$ cat config.mk
export PLATFORM = sky130hd
export DESIGN_NAME = digit_scan_array_flat
export DESIGN_NICKNAME = d
export VERILOG_FILES = /design/src/rtl/digit_scan_array_pkg.sv /design/src/rtl/digit_scan_array_if.sv /design/src/rtl/digit_scan_array_seg_decode.sv /design/src/rtl/digit_scan_array.sv /design/src/flat_wrapper.sv
export SDC_FILE = /design/constraint.sdc
export NUM_CORES = 1
export LEC_CHECK = 0
export BUFFER_PORTS_ARGS = -buffer_cell sky130_fd_sc_hd__buf_2
export CAP_MARGIN = 20
export CORE_MARGIN = 2
export CORE_UTILIZATION = 28
export CTS_BUF_LIST = sky130_fd_sc_hd__clkbuf_16
export CTS_CLUSTER_SIZE = 14
export DETAILED_ROUTE_END_ITERATION = 8
export PLACE_DENSITY = 0.58
export SLEW_MARGIN = 20
export SYNTH_ARGS = -nofsm -noshare
export SYNTH_HDL_FRONTEND = slang
export SYNTH_SLANG_ARGS = --single-unit
$ cat constraint.sdc
create_clock -name per_clk -period 2.3 [get_ports per_clk]
set_input_delay 0 -clock per_clk [delete_from_list [all_inputs] [get_ports per_clk]]
set_output_delay 0 -clock per_clk [all_outputs]
set_load 0.05 [all_outputs]
$ cat src/rtl/digit_scan_array_pkg.sv
// Shared definitions for the multiplexed digit scanner: code width,
// segment glyph constants (bit7 = a ... bit1 = g, bit0 = dp) and the
// per-digit record held in the pending and display registers.
package digit_scan_array_pkg;

  localparam int CODE_W = 5;

  localparam logic [7:0] GLYPH_0     = 8'b1111_1100;
  localparam logic [7:0] GLYPH_1     = 8'b0110_0000;
  localparam logic [7:0] GLYPH_2     = 8'b1101_1010;
  localparam logic [7:0] GLYPH_3     = 8'b1111_0010;
  localparam logic [7:0] GLYPH_4     = 8'b0110_0110;
  localparam logic [7:0] GLYPH_5     = 8'b1011_0110;
  localparam logic [7:0] GLYPH_6     = 8'b1011_1110;
  localparam logic [7:0] GLYPH_7     = 8'b1110_0000;
  localparam logic [7:0] GLYPH_8     = 8'b1111_1110;
  localparam logic [7:0] GLYPH_9     = 8'b1111_0110;
  localparam logic [7:0] GLYPH_A     = 8'b1110_1110;
  localparam logic [7:0] GLYPH_B     = 8'b0011_1110;
  localparam logic [7:0] GLYPH_C     = 8'b1001_1100;
  localparam logic [7:0] GLYPH_D     = 8'b0111_1010;
  localparam logic [7:0] GLYPH_E     = 8'b1001_1110;
  localparam logic [7:0] GLYPH_F     = 8'b1000_1110;
  localparam logic [7:0] GLYPH_H     = 8'b0110_1110;
  localparam logic [7:0] GLYPH_DP    = 8'b0000_0001;
  localparam logic [7:0] GLYPH_BLANK = 8'b0000_0000;

  localparam logic [CODE_W-1:0] CODE_H = 5'd16;

  // One digit as latched from the load strobe.
  typedef struct packed {
    logic [CODE_W-1:0] code;
    logic              dp;
  } digit_rec_t;

  // Hexadecimal nibble to seven-segment glyph, dp bit clear.
  function automatic logic [7:0] hex_glyph(input logic [3:0] nib);
    logic [7:0] g;
    case (nib)
      4'h0:    g = GLYPH_0;
      4'h1:    g = GLYPH_1;
      4'h2:    g = GLYPH_2;
      4'h3:    g = GLYPH_3;
      4'h4:    g = GLYPH_4;
      4'h5:    g = GLYPH_5;
      4'h6:    g = GLYPH_6;
      4'h7:    g = GLYPH_7;
      4'h8:    g = GLYPH_8;
      4'h9:    g = GLYPH_9;
      4'hA:    g = GLYPH_A;
      4'hB:    g = GLYPH_B;
      4'hC:    g = GLYPH_C;
      4'hD:    g = GLYPH_D;
      4'hE:    g = GLYPH_E;
      default: g = GLYPH_F;
    endcase
    return g;
  endfunction

endpackage

$ cat src/rtl/digit_scan_array_if.sv
// Bus bundle for the digit scanner: display content and brightness in,
// digit select / segment drive / frame marker out.
interface digit_scan_array_if #(
  parameter int DIGITS   = 4,
  parameter int BRIGHT_W = 3
);
  import digit_scan_array_pkg::*;

  logic [CODE_W*DIGITS-1:0] data;
  logic [DIGITS-1:0]        dp_en;
  logic [DIGITS-1:0]        blink_mask;
  logic                     load;
  logic [BRIGHT_W-1:0]      bright;
  logic [DIGITS-1:0]        sel;
  logic [7:0]               driver;
  logic                     frame_sync;

  // Host side: supplies content, observes the scan outputs.
  modport master (
    output data, dp_en, blink_mask, load, bright,
    input  sel, driver, frame_sync
  );

  // Scanner side.
  modport slave (
    input  data, dp_en, blink_mask, load, bright,
    output sel, driver, frame_sync
  );

endinterface

$ cat src/rtl/digit_scan_array_seg_decode.sv
// Combinational code-to-segment decoder for one digit:
// 0-15 hex glyphs, 16 "H", 17-31 decimal point only; dp input ORs bit0.
module seg_decode
  import digit_scan_array_pkg::*;
(
  input  logic [CODE_W-1:0] i_code,
  input  logic              i_dp,
  output logic [7:0]        o_glyph
);

  logic [7:0] w_base;

  // Select the base glyph for the code.
  always_comb begin
    // NOTE: default assigned first so every path drives w_base (no latch).
    w_base = GLYPH_BLANK;
    if (!i_code[CODE_W-1]) begin
      w_base = hex_glyph(i_code[3:0]);
    end else if (i_code == CODE_H) begin
      w_base = GLYPH_H;
    end else begin
      w_base = GLYPH_DP;
    end
  end

  assign o_glyph = w_base | {7'b000_0000, i_dp};

endmodule

$ cat src/rtl/digit_scan_array.sv
// Multiplexed seven-segment scanner. A slot counter divides each digit
// period into SCAN_DIV cycles; the digit index advances on its terminal
// count. Loaded content waits in pending registers and is copied to the
// display registers at the frame boundary so a frame never tears.
// Slot 0 of each digit is always dark to hide select/segment skew, and
// the low BRIGHT_W slot bits against bright give the duty cycle.
// Optional feature macro: DIGIT_SCAN_BLINK_EN (frame-counter blink).
module digit_scan_array
  import digit_scan_array_pkg::*;
#(
  parameter int DIGITS   = 4,
  parameter int SCAN_DIV = 16,
  parameter int BRIGHT_W = 3,
  parameter int BLINK_W  = 6
) (
  input logic              per_clk,
  input logic              rst_n,
  digit_scan_array_if.slave bus
);

  localparam int SLOT_W = $clog2(SCAN_DIV);
  localparam int DIG_W  = $clog2(DIGITS);
  localparam logic [SLOT_W-1:0] SLOT_LAST = SLOT_W'(SCAN_DIV - 1);
  localparam logic [DIG_W-1:0]  DIG_LAST  = DIG_W'(DIGITS - 1);

  logic [SLOT_W-1:0] r_slot_cnt;
  logic [DIG_W-1:0]  r_digit;
  digit_rec_t        r_pending [DIGITS];
  digit_rec_t        r_display [DIGITS];
  logic [DIGITS-1:0] r_sel;
  logic [7:0]        r_driver;
  logic              r_frame_sync;

  digit_rec_t        w_in_rec [DIGITS];
  digit_rec_t        w_cur;
  logic              w_slot_last;
  logic              w_frame_end;
  logic              w_blank;
  logic              w_lit;
  logic [7:0]        w_glyph;
  logic [DIGITS-1:0] w_sel_onehot;

  assign w_slot_last  = (r_slot_cnt == SLOT_LAST);
  assign w_frame_end  = w_slot_last && (r_digit == DIG_LAST);
  assign w_sel_onehot = DIGITS'(1) << r_digit;

  // Split the flat input bus into per-digit records.
  always_comb begin
    for (int i = 0; i < DIGITS; i++) begin
      w_in_rec[i].code = bus.data[CODE_W*i +: CODE_W];
      w_in_rec[i].dp   = bus.dp_en[i];
    end
  end

  // Scan position: slot within the digit, then the digit index.
  always_ff @(posedge per_clk or negedge rst_n) begin
    if (!rst_n) begin
      r_slot_cnt <= '0;
      r_digit    <= '0;
    end else begin
      // NOTE: state registers use non-blocking assignment so every flop
      // samples pre-edge values regardless of statement order.
      r_slot_cnt <= w_slot_last ? '0 : r_slot_cnt + 1'b1;
      if (w_slot_last) begin
        r_digit <= (r_digit == DIG_LAST) ? '0 : r_digit + 1'b1;
      end
    end
  end

  // Pending capture on load; display handoff at the frame boundary, where a
  // load in that same cycle bypasses pending and lands immediately.
  always_ff @(posedge per_clk or negedge rst_n) begin
    if (!rst_n) begin
      // NOTE: these register arrays are reset explicitly because a reset
      // must discard queued content and blank the display, not just the
      // control path.
      for (int i = 0; i < DIGITS; i++) begin
        r_pending[i] <= '0;
        r_display[i] <= '0;
      end
    end else begin
      for (int i = 0; i < DIGITS; i++) begin
        if (bus.load) begin
          r_pending[i] <= w_in_rec[i];
        end
        if (w_frame_end) begin
          r_display[i] <= bus.load ? w_in_rec[i] : r_pending[i];
        end
      end
    end
  end

`ifdef DIGIT_SCAN_BLINK_EN
  logic [BLINK_W-1:0] r_frame_cnt;
  logic [DIGITS-1:0]  r_blink_pend;
  logic [DIGITS-1:0]  r_blink_disp;

  // Blink masks share the pending/display handoff; frames are counted at the boundary.
  always_ff @(posedge per_clk or negedge rst_n) begin
    if (!rst_n) begin
      r_frame_cnt  <= '0;
      r_blink_pend <= '0;
      r_blink_disp <= '0;
    end else begin
      if (bus.load) begin
        r_blink_pend <= bus.blink_mask;
      end
      if (w_frame_end) begin
        r_blink_disp <= bus.load ? bus.blink_mask : r_blink_pend;
        r_frame_cnt  <= r_frame_cnt + 1'b1;
      end
    end
  end

  // Upper half of the frame-count cycle blanks the flagged digits.
  assign w_blank = r_frame_cnt[BLINK_W-1] & r_blink_disp[r_digit];
`else
  localparam int UNUSED_BLINK_W = BLINK_W;
  logic w_unused_blink;

  // Blink is compiled out: the mask input is accepted but has no effect.
  assign w_unused_blink = ^bus.blink_mask;
  assign w_blank        = 1'b0;
`endif

  // Single decoder on the currently scanned digit.
  assign w_cur = r_display[r_digit];

  seg_decode u_seg_decode (
    .i_code  (w_cur.code),
    .i_dp    (w_cur.dp),
    .o_glyph (w_glyph)
  );

  // Dark in slot 0, then lit while the low slot bits are within the duty level.
  assign w_lit = (r_slot_cnt != '0)
              && (r_slot_cnt[BRIGHT_W-1:0] <= bus.bright)
              && !w_blank;

  // Registered outputs, one cycle behind the scan position they describe.
  always_ff @(posedge per_clk or negedge rst_n) begin
    if (!rst_n) begin
      r_sel        <= DIGITS'(1);
      r_driver     <= '0;
      r_frame_sync <= 1'b0;
    end else begin
      r_sel        <= w_sel_onehot;
      r_driver     <= w_lit ? w_glyph : GLYPH_BLANK;
      r_frame_sync <= (r_digit == '0) && (r_slot_cnt == '0);
    end
  end

  assign bus.sel        = r_sel;
  assign bus.driver     = r_driver;
  assign bus.frame_sync = r_frame_sync;

endmodule

$ cat src/flat_wrapper.sv
// flat-port wrapper written by rule: the top's interface ports become plain ports
module digit_scan_array_flat import digit_scan_array_pkg::*;
#(
  parameter int DIGITS   = 4,
  parameter int SCAN_DIV = 16,
  parameter int BRIGHT_W = 3,
  parameter int BLINK_W  = 6
)
  (per_clk, rst_n, bus_data, bus_dp_en, bus_blink_mask, bus_load, bus_bright, bus_sel, bus_driver, bus_frame_sync);
  digit_scan_array_if #(.DIGITS(DIGITS), .BRIGHT_W(BRIGHT_W)) bus_i ();
  input logic per_clk;
  input logic rst_n;
  input wire logic [$bits(bus_i.data)-1:0] bus_data;
  input wire logic [$bits(bus_i.dp_en)-1:0] bus_dp_en;
  input wire logic [$bits(bus_i.blink_mask)-1:0] bus_blink_mask;
  input wire logic [$bits(bus_i.load)-1:0] bus_load;
  input wire logic [$bits(bus_i.bright)-1:0] bus_bright;
  output wire logic [$bits(bus_i.sel)-1:0] bus_sel;
  output wire logic [$bits(bus_i.driver)-1:0] bus_driver;
  output wire logic [$bits(bus_i.frame_sync)-1:0] bus_frame_sync;
  assign bus_i.data = bus_data;
  assign bus_i.dp_en = bus_dp_en;
  assign bus_i.blink_mask = bus_blink_mask;
  assign bus_i.load = bus_load;
  assign bus_i.bright = bus_bright;
  assign bus_sel = bus_i.sel;
  assign bus_driver = bus_i.driver;
  assign bus_frame_sync = bus_i.frame_sync;
  digit_scan_array #(.DIGITS(DIGITS), .SCAN_DIV(SCAN_DIV), .BRIGHT_W(BRIGHT_W), .BLINK_W(BLINK_W)) u_core (.per_clk(per_clk), .rst_n(rst_n), .bus(bus_i));
endmodule
==> metrics.txt <==
status completed; sequential share of the synthesized area 0.561; relative slew slack 0.512; syn nets around 270; Clock power frac 0.480; cts hold-fix bufs 25; Clock transition at path regs ~0.05 ns; CP Capture Type flop; crit path max fanout 5; vias in the first global route approximately 1,900; Hold Slack about 0.28 ns; Critical Path Slowest Stage Cell dfrtp_1; Port Buf Inserts 42; clock root buffer clkbuf_16; initial antenna violation count 0; Pwr Density 739 nW/µm²; syn avg cell area 13.8 µm²; Int Pwr 2.31 mW; num rows 37; Antenna Diode Count 0; worst path cell trace mux2_1 > o21ai_1 > inv_1 > ha_1 > mux2_4 > a221o_1 > a21oi_2; Synth Instances 217; CTS Buf Count 9; synth-to-layout area growth 31.9%; H-tree depth 3; drt first pass iters 4; WL per Instance 12.7 µm; Via density ~4.4; DR vias 1,911; Net Sw Frac 0.206; WS Path Type flop to flop; Flop pwr share 0.435; largest net degree at the start of global routing 37; final hold vios 0; gpl congestion 0.809; chip width 107 µm; CP Data Arrival Time 2.40 ns; number of synthesis warnings 0; Die H 107 µm; f_max 464 MHz; max-cap check violation count 0; die area 11,500 µm²; Worst Max-Slew Pin Slew 0.731 ns; first-pass GRT wire length 9340 µm; unrepaired setup endpoints after global routing false; clk_lat worst skew 0.32 ns; post-DP HPWL 4030 µm; grt total ovfl 0; Critical Path Start Type flop; Final Cycle Share 0.937; worst path required time ~2.6 ns; GRT Total Usage 0.105; Final ANT Viol Nets 0; TritonCTS Sinks 67; Ports 47; hold crit path type primary input to async pin; CTS max path bufs 2; post-synthesis cell type count 35; initial core utilization 0.289; Residual DRC 0; CTS tree built; nets@finish 341; Worst path max stage delay 0.47 ns; DR iter-0 viols between 50 and 60; Power, Total between 2 and 3 mW; Setup Viol. Count Final 0; Core ar. slightly above 10,000 µm²; Post-Route Utilization 0.381; routed wire length 5520 µm; setup TNS after final layout 0 ns; fin. max-slew vios 0; clock skew 0.00558 ns; Post-CTS Resized 0; Post-CTS Setup Bufs 0; Mapped Area around 3000 µm²; min Tclk post-route 2.15 ns; share of cells above drive strength 1 0.350; Peak VDD IR 0.318 mV; Leakage 1.87 nW; Logic pwr share 0.085; sw power 0.601 mW; flops & latches, synth 67
## cell type report
class / instances / area, µm²
multi-input cells: 131 / 1230
clock buffers: 9 / 225
clock inverters: 7 / 83.8
inverters: 10 / 37.5
flip-flops and latches: 67 / 1680
fillers: 1046 / 6420
well taps: 136 / 170
repair buffers: 73 / 518
## cell usage after synthesis (all sizes together)
cell type  instances  area share
nor2b              3      0.0063
a31oi              1      0.0021
a21oi              9       0.016
nand3              3      0.0050
o21a               1      0.0025
o21ai              5      0.0084
nor3b              3      0.0075
dfrtp             66        0.55
mux2i              3       0.010
xor2               1      0.0029
nor3               6       0.010
nand2              6      0.0075
clkinv             1      0.0013
a21o               1      0.0025
and3               1      0.0021
nand4              1      0.0021
mux2              51        0.19
dfstp              1      0.0088
a211oi             1      0.0025
a221o              1      0.0033
ha                15       0.063
inv                9       0.011
o22ai              1      0.0021
mux4               6       0.045
nor2               9       0.011
o41ai              1      0.0029
buf                2      0.0054
nor4               2      0.0042
clkbuf             7      0.0088
## kinds of logic after synthesis
logic type      Yosys count  synth area share
mux                      60             0.248
fa+ha+maj                15            0.0627
compound gates           21            0.0426
xor+xnor                  1           0.00293
buf+inv                  19            0.0268
flops                    67             0.561
simple gates             34            0.0560
## registers in the layout, indices dropped and copies added (netlist names)
register,count
u_core.bus.sel,4
u_core.bus.frame_sync,1
u_core.bus.driver,8
u_core.r_pending,24
u_core.r_digit,2
u_core.r_display,24
u_core.r_slot_cnt,4
## metal layers
metal  track usage  wire, µm
met5             0         0
met4        0.0467       107
met3        0.0303       227
met2         0.161      2580
met1         0.137      2600
## power groups by stage
stage	Clock [mW]	Combinational, mW	Sequential, mW
final	1.40	0.247	1.27
after global routing	1.49	0.280	1.27
after CTS	1.43	0.254	1.27
after detailed placement	0	0.220	1.29
after global placement	0	0.216	1.29
after floorplan	0	0.138	1.28
## worst paths after layout
path | slack, ns | endpoint | startpoint | depth (start not counted)
max | 0.15 | u_core.bus.driver[1]$_DFF_PN0_ | u_core.r_digit[0]$_DFFE_PN0N_ | 7
min | 0.28 | u_core.r_slot_cnt[1]$_DFF_PN0_ | rst_n | 2
max reg2reg | 0.15 | u_core.bus.driver[1]$_DFF_PN0_ | u_core.r_digit[0]$_DFFE_PN0N_ | 7
min reg2reg | 0.47 | u_core.r_slot_cnt[0]$_DFF_PN0_ | u_core.r_slot_cnt[0]$_DFF_PN0_ | 1
max in group asynchronous | 1.32 | u_core.bus.sel[0]$_DFF_PN1_ | rst_n | 3
min in group per_clk | 0.29 | u_core.r_pending[18]$_DFF_PN0_ | bus_load | 2
## through the flow
step	cell area [µm²]	setup slack, ns	cells
floorplan	2990	0.0377	217
global placement	3390	0.153	392
detailed placement	3390	0.146	392
CTS	3950	0.110	433
global route	3950	0.00271	433
finish	3950	0.146	433
## layout by cell type, fill, tap and decap left out, types with 5 or more instances in the layout
cell,Yosys,routed
nor3_1,6,6
dfrtp_1,66,66
a21oi_1,8,8
inv_1,8,9
nand2_1,6,6
dlygate4sd3_1,0,25
mux2_1,17,17
buf_2,1,42
ha_1,15,15
nor2_1,9,9
mux4_2,6,6
mux2_2,33,33
buf_4,0,5
clkbuf_16,0,9
## worst max-delay path, delay by kind of cell (launching register included)
family,cells,cell delay (ns)
compound gates,3,0.64
fa+ha+maj,1,0.23
buf+inv,1,0.11
flops,1,0.47
mux,2,0.62
(Power assumes the default switching activity.)
